### src/rtl/morse_char_seq.sv
// Morse character sequencer: accepts a character code, issues one symbol request per element
// to the LED FSM and enforces letter/word gaps. Define MORSE_DIGITS_EN to add digits 0-9 (codes 27-36).
module morse_char_seq #(
    parameter int LETTER_GAP = 1,
    parameter int WORD_GAP   = 3
) (
    input  logic       clock,
    input  logic       reset,
    input  logic       char_valid_i,
    input  logic [5:0] char_code_i,
    output logic       char_ready_o,
    output logic       char_err_o,
    output logic       sym_strt_o,
    output logic       symbol_o,
    input  logic       sym_done_i,
    output logic       busy_o
);

    localparam int GAP_MAX = (LETTER_GAP > WORD_GAP) ? LETTER_GAP : WORD_GAP;
    localparam int GAP_W   = (GAP_MAX > 1) ? $clog2(GAP_MAX) : 1;
    localparam logic [5:0] SPACE_CODE = 6'd26;

    typedef enum logic [1:0] {
        S_IDLE  = 2'd0,
        S_ISSUE = 2'd1,
        S_WAIT  = 2'd2,
        S_GAP   = 2'd3
    } state_t;

    state_t           state_q, state_d;
    logic [4:0]       pat_q, pat_d;
    logic [2:0]       elem_q, elem_d;
    logic [GAP_W-1:0] gap_q, gap_d;
    logic             sym_strt_q, sym_strt_d;
    logic             char_err_q, char_err_d;
    logic [7:0]       rom_s;

    // Returns {len[2:0], pat[4:0]}, pattern left-aligned; len 0 marks a code with no pattern.
    function automatic logic [7:0] rom_lookup(input logic [5:0] code);
        case (code)
            6'd0:  rom_lookup = {3'd2, 5'b01000};
            6'd1:  rom_lookup = {3'd4, 5'b10000};
            6'd2:  rom_lookup = {3'd4, 5'b10100};
            6'd3:  rom_lookup = {3'd3, 5'b10000};
            6'd4:  rom_lookup = {3'd1, 5'b00000};
            6'd5:  rom_lookup = {3'd4, 5'b00100};
            6'd6:  rom_lookup = {3'd3, 5'b11000};
            6'd7:  rom_lookup = {3'd4, 5'b00000};
            6'd8:  rom_lookup = {3'd2, 5'b00000};
            6'd9:  rom_lookup = {3'd4, 5'b01110};
            6'd10: rom_lookup = {3'd3, 5'b10100};
            6'd11: rom_lookup = {3'd4, 5'b01000};
            6'd12: rom_lookup = {3'd2, 5'b11000};
            6'd13: rom_lookup = {3'd2, 5'b10000};
            6'd14: rom_lookup = {3'd3, 5'b11100};
            6'd15: rom_lookup = {3'd4, 5'b01100};
            6'd16: rom_lookup = {3'd4, 5'b11010};
            6'd17: rom_lookup = {3'd3, 5'b01000};
            6'd18: rom_lookup = {3'd3, 5'b00000};
            6'd19: rom_lookup = {3'd1, 5'b10000};
            6'd20: rom_lookup = {3'd3, 5'b00100};
            6'd21: rom_lookup = {3'd4, 5'b00010};
            6'd22: rom_lookup = {3'd3, 5'b01100};
            6'd23: rom_lookup = {3'd4, 5'b10010};
            6'd24: rom_lookup = {3'd4, 5'b10110};
            6'd25: rom_lookup = {3'd4, 5'b11000};
`ifdef MORSE_DIGITS_EN
            6'd27: rom_lookup = {3'd5, 5'b11111};
            6'd28: rom_lookup = {3'd5, 5'b01111};
            6'd29: rom_lookup = {3'd5, 5'b00111};
            6'd30: rom_lookup = {3'd5, 5'b00011};
            6'd31: rom_lookup = {3'd5, 5'b00001};
            6'd32: rom_lookup = {3'd5, 5'b00000};
            6'd33: rom_lookup = {3'd5, 5'b10000};
            6'd34: rom_lookup = {3'd5, 5'b11000};
            6'd35: rom_lookup = {3'd5, 5'b11100};
            6'd36: rom_lookup = {3'd5, 5'b11110};
`endif
            default: rom_lookup = 8'd0;
        endcase
    endfunction

    assign rom_s = rom_lookup(char_code_i);

    // Next-state and output-register logic for the sequencer.
    always_comb begin
        state_d    = state_q;
        pat_d      = pat_q;
        elem_d     = elem_q;
        gap_d      = gap_q;
        sym_strt_d = 1'b0;
        char_err_d = 1'b0;
        case (state_q)
            S_IDLE: begin
                if (!char_valid_i) begin
                    state_d = S_IDLE;
                end else if (char_code_i == SPACE_CODE) begin
                    gap_d   = GAP_W'(WORD_GAP - 1);
                    state_d = S_GAP;
                end else if (rom_s[7:5] != 3'd0) begin
                    pat_d      = rom_s[4:0];
                    elem_d     = rom_s[7:5];
                    sym_strt_d = 1'b1;
                    state_d    = S_ISSUE;
                end else begin
                    char_err_d = 1'b1;
                end
            end
            S_ISSUE: state_d = S_WAIT;
            S_WAIT: begin
                if (sym_done_i) begin
                    pat_d  = {pat_q[3:0], 1'b0};
                    elem_d = elem_q - 3'd1;
                    // elem_q still holds the pre-decrement count here
                    if (elem_q != 3'd1) begin
                        sym_strt_d = 1'b1;
                        state_d    = S_ISSUE;
                    end else begin
                        gap_d   = GAP_W'(LETTER_GAP - 1);
                        state_d = S_GAP;
                    end
                end else begin
                    state_d = S_WAIT;
                end
            end
            S_GAP: begin
                if (gap_q == {GAP_W{1'b0}}) begin
                    state_d = S_IDLE;
                end else begin
                    gap_d = gap_q - GAP_W'(1);
                end
            end
            default: state_d = S_IDLE;
        endcase
    end

    // State and output registers; reset drops any in-flight letter.
    always_ff @(posedge clock) begin
        if (reset) begin
            state_q    <= S_IDLE;
            pat_q      <= 5'd0;
            elem_q     <= 3'd0;
            gap_q      <= {GAP_W{1'b0}};
            sym_strt_q <= 1'b0;
            char_err_q <= 1'b0;
        end else begin
            state_q    <= state_d;
            pat_q      <= pat_d;
            elem_q     <= elem_d;
            gap_q      <= gap_d;
            sym_strt_q <= sym_strt_d;
            char_err_q <= char_err_d;
        end
    end

    assign sym_strt_o   = sym_strt_q;
    assign symbol_o     = pat_q[4];
    assign char_err_o   = char_err_q;
    assign busy_o       = (state_q != S_IDLE);
    assign char_ready_o = (state_q == S_IDLE) && !reset;

endmodule

### config.mk
export PLATFORM = sky130hd
export DESIGN_NAME = morse_char_seq
export DESIGN_NICKNAME = d
export VERILOG_FILES = /design/src/rtl/morse_char_seq.sv
export SDC_FILE = /design/constraint.sdc
export NUM_CORES = 1
export LEC_CHECK = 0
export BUFFER_PORTS_ARGS = -buffer_cell sky130_fd_sc_hd__buf_2
export CAP_MARGIN = 25
export CORE_ASPECT_RATIO = 0.9
export CORE_MARGIN = 5
export CORE_UTILIZATION = 55
export CTS_CLUSTER_SIZE = 24
export DETAILED_ROUTE_END_ITERATION = 6
export PLACE_DENSITY = 0.75
export SLEW_MARGIN = 0
export SYNTH_ARGS = -nofsm -noshare
export SYNTH_HDL_FRONTEND = slang
export SYNTH_SLANG_ARGS = --single-unit
### constraint.sdc
create_clock -name clock -period 2.6 [get_ports clock]
set_clock_uncertainty 0.05 [all_clocks]
set_input_delay 0.13 -clock clock [delete_from_list [all_inputs] [get_ports clock]]
set_output_delay 0.13 -clock clock [all_outputs]
set_load 0.01 [all_outputs]
==> impl_metrics.tcl, run 1 <==
set metrics [dict create \
    synthAdderAreaFrac_pct 9.698 \
    min_period_ns 2.166 \
    cp.arrival_ns 2.33 \
    fin_util_pct 63.81 \
    cpPeakStageDelay_ns 0.37 \
    finalSetupViolations 0 \
    irDropWorstVdd_mv 0.3661 \
    path_buf_inv 2 \
    crit_chain "buf_2 -> inv_1 -> ha_1 -> nor3b_1 -> a311oi_1 -> o21ai_0 -> a31oi_4 -> nor2_4 -> or3_1 -> a21oi_2" \
    holdCritPathClass "primary input to flip-flop" \
    numPortBuffers 14 \
    die_area_um2 3131 \
    synth_top_area_cell "dfxtp_1" \
    grtUsageTotal_pct 18.64 \
    grt-ovfl-total 0 \
    hold_depth 3 \
    clock-root-buffer "clkbuf_4" \
    multiInputGateArea_um2 824.5 \
    clk_latency_ns 0.28 \
    yosysTopAreaCellShare_pct 22.41 \
    hold_viol 0 \
    cts_setup_buffers 0 \
    synth-xor-area-share_pct 0 \
    dr.pass1.iters 4 \
    dp_hpwl_um 1963 \
    synthesis.nets 178 \
    numCtsBuffers 3 \
    timing.setup.tns_ns 0 \
    cp_max_fo 11 \
    cp_slowest_cell "or3_1" \
    antenna_left 0 \
    clockBufferDepth 2 \
    totalWireLength_um 2610 \
    relSlewSlack_pct 68.08 \
    synth_mux_area_share_pct 4.957 \
    grt_use_met1_pct 23.92 \
    grt_max_degree 27 \
    r2r-end "elem_q[0]" \
    row_count 15 \
    worst_slew_pin_slew_ns 0.4738 \
    synth_area_leaders "dfxtp_1 (22%), ha_1 (9.7%), o21ai_0 (7.3%), nor2_1 (6.8%), a21oi_1 (4.3%)" \
    crit_required_ns 2.77 \
    synthesis.area_um2 1161 \
    start_util_pct 58.92 \
    cts_tree "yes" \
    gr-max-usage-layer "met2" \
    synth-seq-area-share_pct 22.41 \
    instances_no_fill 194 \
    gp_congestion 0.8442 \
    cpLargestDelayFamily "compound AO/OA/AOI/OAI gates" \
    syn2layout_area_growth_pct 8.298 \
    endpoint_kind "flip-flop" \
    synth_cell_types 37 \
    outcome "completed" \
    synth-main-ff-cell "dfxtp_1" \
    r2r_setup_slack_ns 0.51 \
    yosysMostFrequentCell "nor2_1" \
    wl_per_cell_um 13.45 \
    place_inst 190 \
    fp.coreArea_um2 1971 \
    synthArstFlopShare_pct 0 \
    hold_path.startpoint "sym_done_i" \
    ys_seq_elements 13 \
    criticalPathCategory "primary input to flip-flop" \
    hold_end "sym_strt_o" \
    synth_top_family_by_area "simple AND/OR/NAND/NOR gates" \
    globalRouteMet2Util_pct 31.60 \
    remaining_drc_errors 0 \
    drt-initial-drc-count 32 \
    start_kind "primary input" \
    cts.clk_slew.worst_paths_ns 0.08 \
    grt_first_pass_wirelength_um 4533 \
    boundaryPins 15 \
    postSynthCellCount 159 \
    p_leak_nw 0.4991 \
    n_fill_cell 183 \
    clock-sinks 13 \
    grt_pass1_vias 1052 \
    cap_viol_max_count 0 \
    slew_viol_final 0 \
    synth_edf_count 0 \
    cts_hold_buf 0 \
    ff_latch_area_um2 260.3 \
    drive_above_1_share_pct 15.38 \
    finalCritPeriodShare_pct 83.30 \
    antenna_cells 0 \
    final_nets 189 \
    r2r_cells 7 \
    synth_area_per_cell_um2 7.303 \
    synthSimpleGateAreaFrac_pct 28.45 \
    die_w_um 58.43 \
    grt_use_met3_pct 5.036 \
    h-tree-depth 1 \
    via_count 1162 \
    viasPerCell 5.990 \
    die_h_um 53.59 \
    antenna_found_initial 0 \
    rsz0062_at_grt "no" \
    power_density_nw_per_um2 441.2 \
    synth-compound-area-share_pct 27.91 \
    ys_top_cells_by_count "nor2_1 (21), o21ai_0 (17), dfxtp_1 (13)" \
    max_freq_mhz 461.7 \
    ys_warn_count 0 \
    r2r_start "state_q[1]" \
    ctsResizeCount 0 \
]
==> layer usage <==
metal / wire (um) / vias to the layer above
met3: 174 / 2
met1: 1253 / 531
li1: - / 587
met5: 0 / -
met2: 1178 / 42
met4: 3 / 0
==> worst register-to-register path: cells and delay by family (launching register included) <==
family | cells | cell delay [ns]
flip-flops | 1 | 0.46
multiplexers | 1 | 0.21
AND/OR/NAND/NOR | 4 | 0.94
AO/OA/AOI/OAI | 2 | 0.37
==> kinds of logic (layout without fill, tap and decap cells) <==
family          count (synthesis)  after routing
simple gates                   65             65
buf+inv                        19             29
fa+ha+maj                       9              9
mux                             4              4
compound gates                 49             49
flops                          13             13
==> flip-flops by register name, summed over array words and instances, names as in the netlist <==
register and cells:
sym_strt_o 1, state_q 2, gap_q 2, elem_q 3, pat_q 4, char_err_o 1
==> placed cells by master, fill, tap and decap left out, drive strengths merged, types with 2 or more instances in the layout <==
master	netlist	final
clkbuf	5	4
nand3b	4	4
dfxtp	13	13
a21oi	11	11
nor2	22	22
buf	4	15
nor3b	4	4
a211oi	6	6
a221oi	2	2
nand2	13	13
mux2i	2	2
or3	3	3
o21ai	17	17
inv	10	10
ha	9	9
nand2b	4	4
a31oi	4	4
nor2b	3	3
nor3	10	10
==> worst max path at each step <==
stage,start,end,slack [ns],depth (start not counted)
final,char_code_i[0],elem_q[0],0.43,10
after global routing,char_code_i[0],elem_q[0],0.25,10
after CTS,char_code_i[0],elem_q[0],0.47,10
after detailed placement,char_code_i[0],elem_q[0],0.21,10
after global placement,char_code_i[0],elem_q[0],0.30,10
after floorplan,char_code_i[0],elem_q[0],0.63,9
==> through the flow <==
stage	area, um^2	total power, mW	worst slack [ns]	hold slack, ns
after global placement	1231	0.4263	0.2981	0.3830
after CTS	1257	0.5568	0.4739	0.1123
after detailed placement	1231	0.4297	0.2052	0.4016
after global routing	1257	0.5937	0.2506	0.1277
after floorplan	1161	0.3802	0.6334	0.1587
final	1257	0.5548	0.4343	0.1247
==> final cells by class <==
cell class                      count  area share [%]
Sequential cell                    13           20.70
Multi-Input combinational cell    127           65.57
Tap cell                           25           2.488
Timing Repair Buffer               15           6.169
Clock buffer                        4           2.090
Inverter                           10           2.985
==> where the power goes <==
part           leakage (nW)  total, mW  internal, mW  switching [mW]
registers             0.106      0.228         0.217          0.0115
clock network        0.0150      0.127        0.0595          0.0674
logic                 0.378      0.200        0.0797           0.120
total                 0.499      0.555         0.356           0.199
No activity file was read; power rests on OpenSTA's default activity.
==> inputs of run 2 (changes only) <==
--- a/config.mk
+++ b/config.mk
@@ -5,6 +5,7 @@
 export SDC_FILE = /design/constraint.sdc
 export NUM_CORES = 1
 export LEC_CHECK = 0
+export ABC_AREA = 1
 export BUFFER_PORTS_ARGS = -buffer_cell sky130_fd_sc_hd__buf_2
 export CAP_MARGIN = 25
 export CORE_ASPECT_RATIO = 0.9
==> constraint.sdc (replaced) <==
create_clock -name clock -period 2 [get_ports clock]
set_clock_uncertainty 0.05 [all_clocks]
set_input_delay 0.1 -clock clock [delete_from_list [all_inputs] [get_ports clock]]
set_output_delay 0.1 -clock clock [all_outputs]
set_load 0.01 [all_outputs]
==> impl_metrics.tcl, run 2 <==
set metrics [dict create \
    synth_top_area_cell "dfxtp_1" \
    irDropWorstVdd_mv 0.5423 \
    instances_no_fill 244 \
    numPortBuffers 14 \
    grtUsageTotal_pct 19.71 \
    cp_max_fo 10 \
    r2r_start "state_q[1]" \
    boundaryPins 15 \
    grt-ovfl-total 0 \
    gp_congestion 1.015 \
    regMostFlops "pat_q" \
    via_count 1327 \
    die_h_um 55.09 \
    cpLargestDelayFamily "simple AND/OR/NAND/NOR gates" \
    cts_hold_buf 1 \
    hold_viol 0 \
    wl_per_cell_um 12.13 \
    synthesis.area_um2 1242 \
    timing.setup.tns_ns 0 \
    dr.pass1.iters 5 \
    outcome "completed" \
    final_common_cell "nand2_1" \
    dp_hpwl_um 2379 \
    ys_top_cells_by_count "nand2_1 (49), inv_1 (30), nor2_1 (27)" \
    ctsResizeCount 0 \
    grt_pass1_vias 1152 \
    yosysMostFrequentCell "nand2_1" \
    synth_area_leaders "dfxtp_1 (21%), nand2_1 (15%), ha_1 (9.1%), inv_1 (9.1%), nor2_1 (8.2%)" \
    clk_latency_ns 0.28 \
    final_cell_mix "nand2_1 (49), inv_1 (30), nor2_1 (27)" \
    synth-xor-area-share_pct 0 \
    cpPeakStageDelay_ns 0.41 \
    totalWireLength_um 2959 \
    path_buf_inv 2 \
    power_density_nw_per_um2 587.3 \
    cp.arrival_ns 1.88 \
    yosysTopAreaCellShare_pct 20.95 \
    endpoint_kind "flip-flop" \
    r2r-end "gap_q[1]" \
    finalCritPeriodShare_pct 85.75 \
    start_util_pct 57.47 \
    synth_area_per_cell_um2 6.181 \
    crit_chain "inv_1 -> nor2_1 -> inv_2 -> nor2_1 -> a21oi_1 -> nand4_1 -> o21ai_0 -> a21oi_1" \
    finalSetupViolations 0 \
    antenna_left 0 \
    slew_viol_final 0 \
    fp.coreArea_um2 2162 \
    clock-root-buffer "clkbuf_4" \
    synth_top_family_by_area "simple AND/OR/NAND/NOR gates" \
    h-tree-depth 1 \
    worstSetupStartpoint "state_q[1]" \
    grt_max_degree 15 \
    antenna_found_initial 0 \
    rsz0062_at_grt "no" \
    synth_cell_types 25 \
    reg.largest.list "pat_q: 4 flops, elem_q: 3 flops" \
    clock-sinks 13 \
    cts.clk_slew.worst_paths_ns 0.08 \
    final_nets 237 \
    postSynthCellCount 201 \
    synth-compound-area-share_pct 14.40 \
    worst_slew_pin_slew_ns 0.4412 \
    synth_mux_area_share_pct 0 \
    criticalPathCategory "flip-flop to flip-flop" \
    synthArstFlopShare_pct 0 \
    synth-seq-area-share_pct 20.95 \
    die_w_um 60.10 \
    numCtsBuffers 3 \
    grt_first_pass_wirelength_um 4940 \
    synthSimpleGateAreaFrac_pct 43.40 \
    crit_end "gap_q[1]" \
    ff_latch_area_um2 260.3 \
    r2r_cells 8 \
    multiInputGateArea_um2 830.8 \
    ys_warn_count 0 \
    syn2layout_area_growth_pct 9.668 \
    place_inst 239 \
    synthAdderAreaFrac_pct 9.063 \
    max_freq_mhz 583.1 \
    synth_edf_count 0 \
    die_area_um2 3311 \
    holdCritPathClass "primary input to flip-flop" \
    antenna_cells 0 \
    synthesis.nets 220 \
    synth-main-ff-cell "dfxtp_1" \
    min_period_ns 1.715 \
    viasPerCell 5.439 \
    crit_required_ns 2.16 \
    drt-initial-drc-count 67 \
    clockBufferDepth 2 \
    ys_seq_elements 13 \
    row_count 16 \
    start_kind "flip-flop" \
    relSlewSlack_pct 70.48 \
    r2r_setup_slack_ns 0.29 \
    n_fill_cell 216 \
    cap_viol_max_count 0 \
    cts_setup_buffers 0 \
    p_leak_nw 0.6977 \
    largest_reg_flops 4 \
    cts_tree "yes" \
    drive_above_1_share_pct 16.59 \
    cp.depth 8 \
    remaining_drc_errors 0 \
    cp_slowest_cell "dfxtp_1" \
]
==> run 2: cell types whose count changed in the layout (fill, tap and decap cells not counted), moves of 5 or more <==
cell | before | now
nor3_1 | 10 | 1
nor2_1 | 21 | 27
nand2_1 | 12 | 49
nand3_1 | 1 | 15
nand4_1 | 0 | 7
o21ai_0 | 17 | 12
inv_1 | 10 | 30
a211oi_1 | 6 | 0
==> run 2: layer usage <==
layer	global-route usage, %	part of all wire, %
met2	31.65	45
met5	0	0
met1	27.46	44
met3	4.408	10
met4	2.952	0.27
==> run 2: report_power, final <==
part / internal (mW) / switching (mW) / total, mW
clock: 0.0741 / 0.0862 / 0.160
combinational: 0.116 / 0.220 / 0.336
sequential: 0.290 / 0.0140 / 0.304
total: 0.480 / 0.321 / 0.800
==> run 2: worst min path at each step <==
stage	startpoint	to	slack [ns]	cells after the start
after CTS	sym_done_i	sym_strt_o	0.06	3
after global routing	sym_done_i	sym_strt_o	0.06	3
after floorplan	reset	gap_q[0]	0.12	1
final	sym_done_i	sym_strt_o	0.07	3
after global placement	reset	gap_q[0]	0.29	2
after detailed placement	reset	gap_q[0]	0.28	2
==> run 2: final cells by class <==
class | count | area share [%]
Timing Repair Buffer | 15 | 5.877
Inverter | 34 | 9.550
Multi-Input combinational cell | 151 | 60.97
Tap cell | 27 | 2.479
Clock inverter | 1 | 0.3673
Clock buffer | 3 | 1.653
Sequential cell | 13 | 19.10
==> run 2: metrics by stage <==
| step | power (mW) | hold slack (ns) | setup WS (ns) | utilization [%] | cell area, um^2 |
|---|---|---|---|---|---|
| after CTS | 0.8042 | 0.06373 | 0.3191 | 63.02 | 1363 |
| after global routing | 0.8699 | 0.06259 | 0.1382 | 63.02 | 1363 |
| after detailed placement | 0.6400 | 0.2836 | 0.1557 | 61.28 | 1325 |
| final | 0.8003 | 0.07092 | 0.2851 | 63.02 | 1363 |
| after floorplan | 0.5578 | 0.1191 | 0.5962 | - | 1242 |
| after global placement | 0.6297 | 0.2864 | 0.2473 | 61.28 | 1325 |
==> run 2: cell families after synthesis <==
group,Yosys count
adders and majority gates,9
AOI/OAI and AO/OA,30
DFF,13
and+or+nand+nor,112
buffers and inverters,37
==> run 2: worst min-delay path, stage by stage <==
cell and delay, ns:
buf_2 0.11, nand3_1 0.07, a21oi_1 0.07
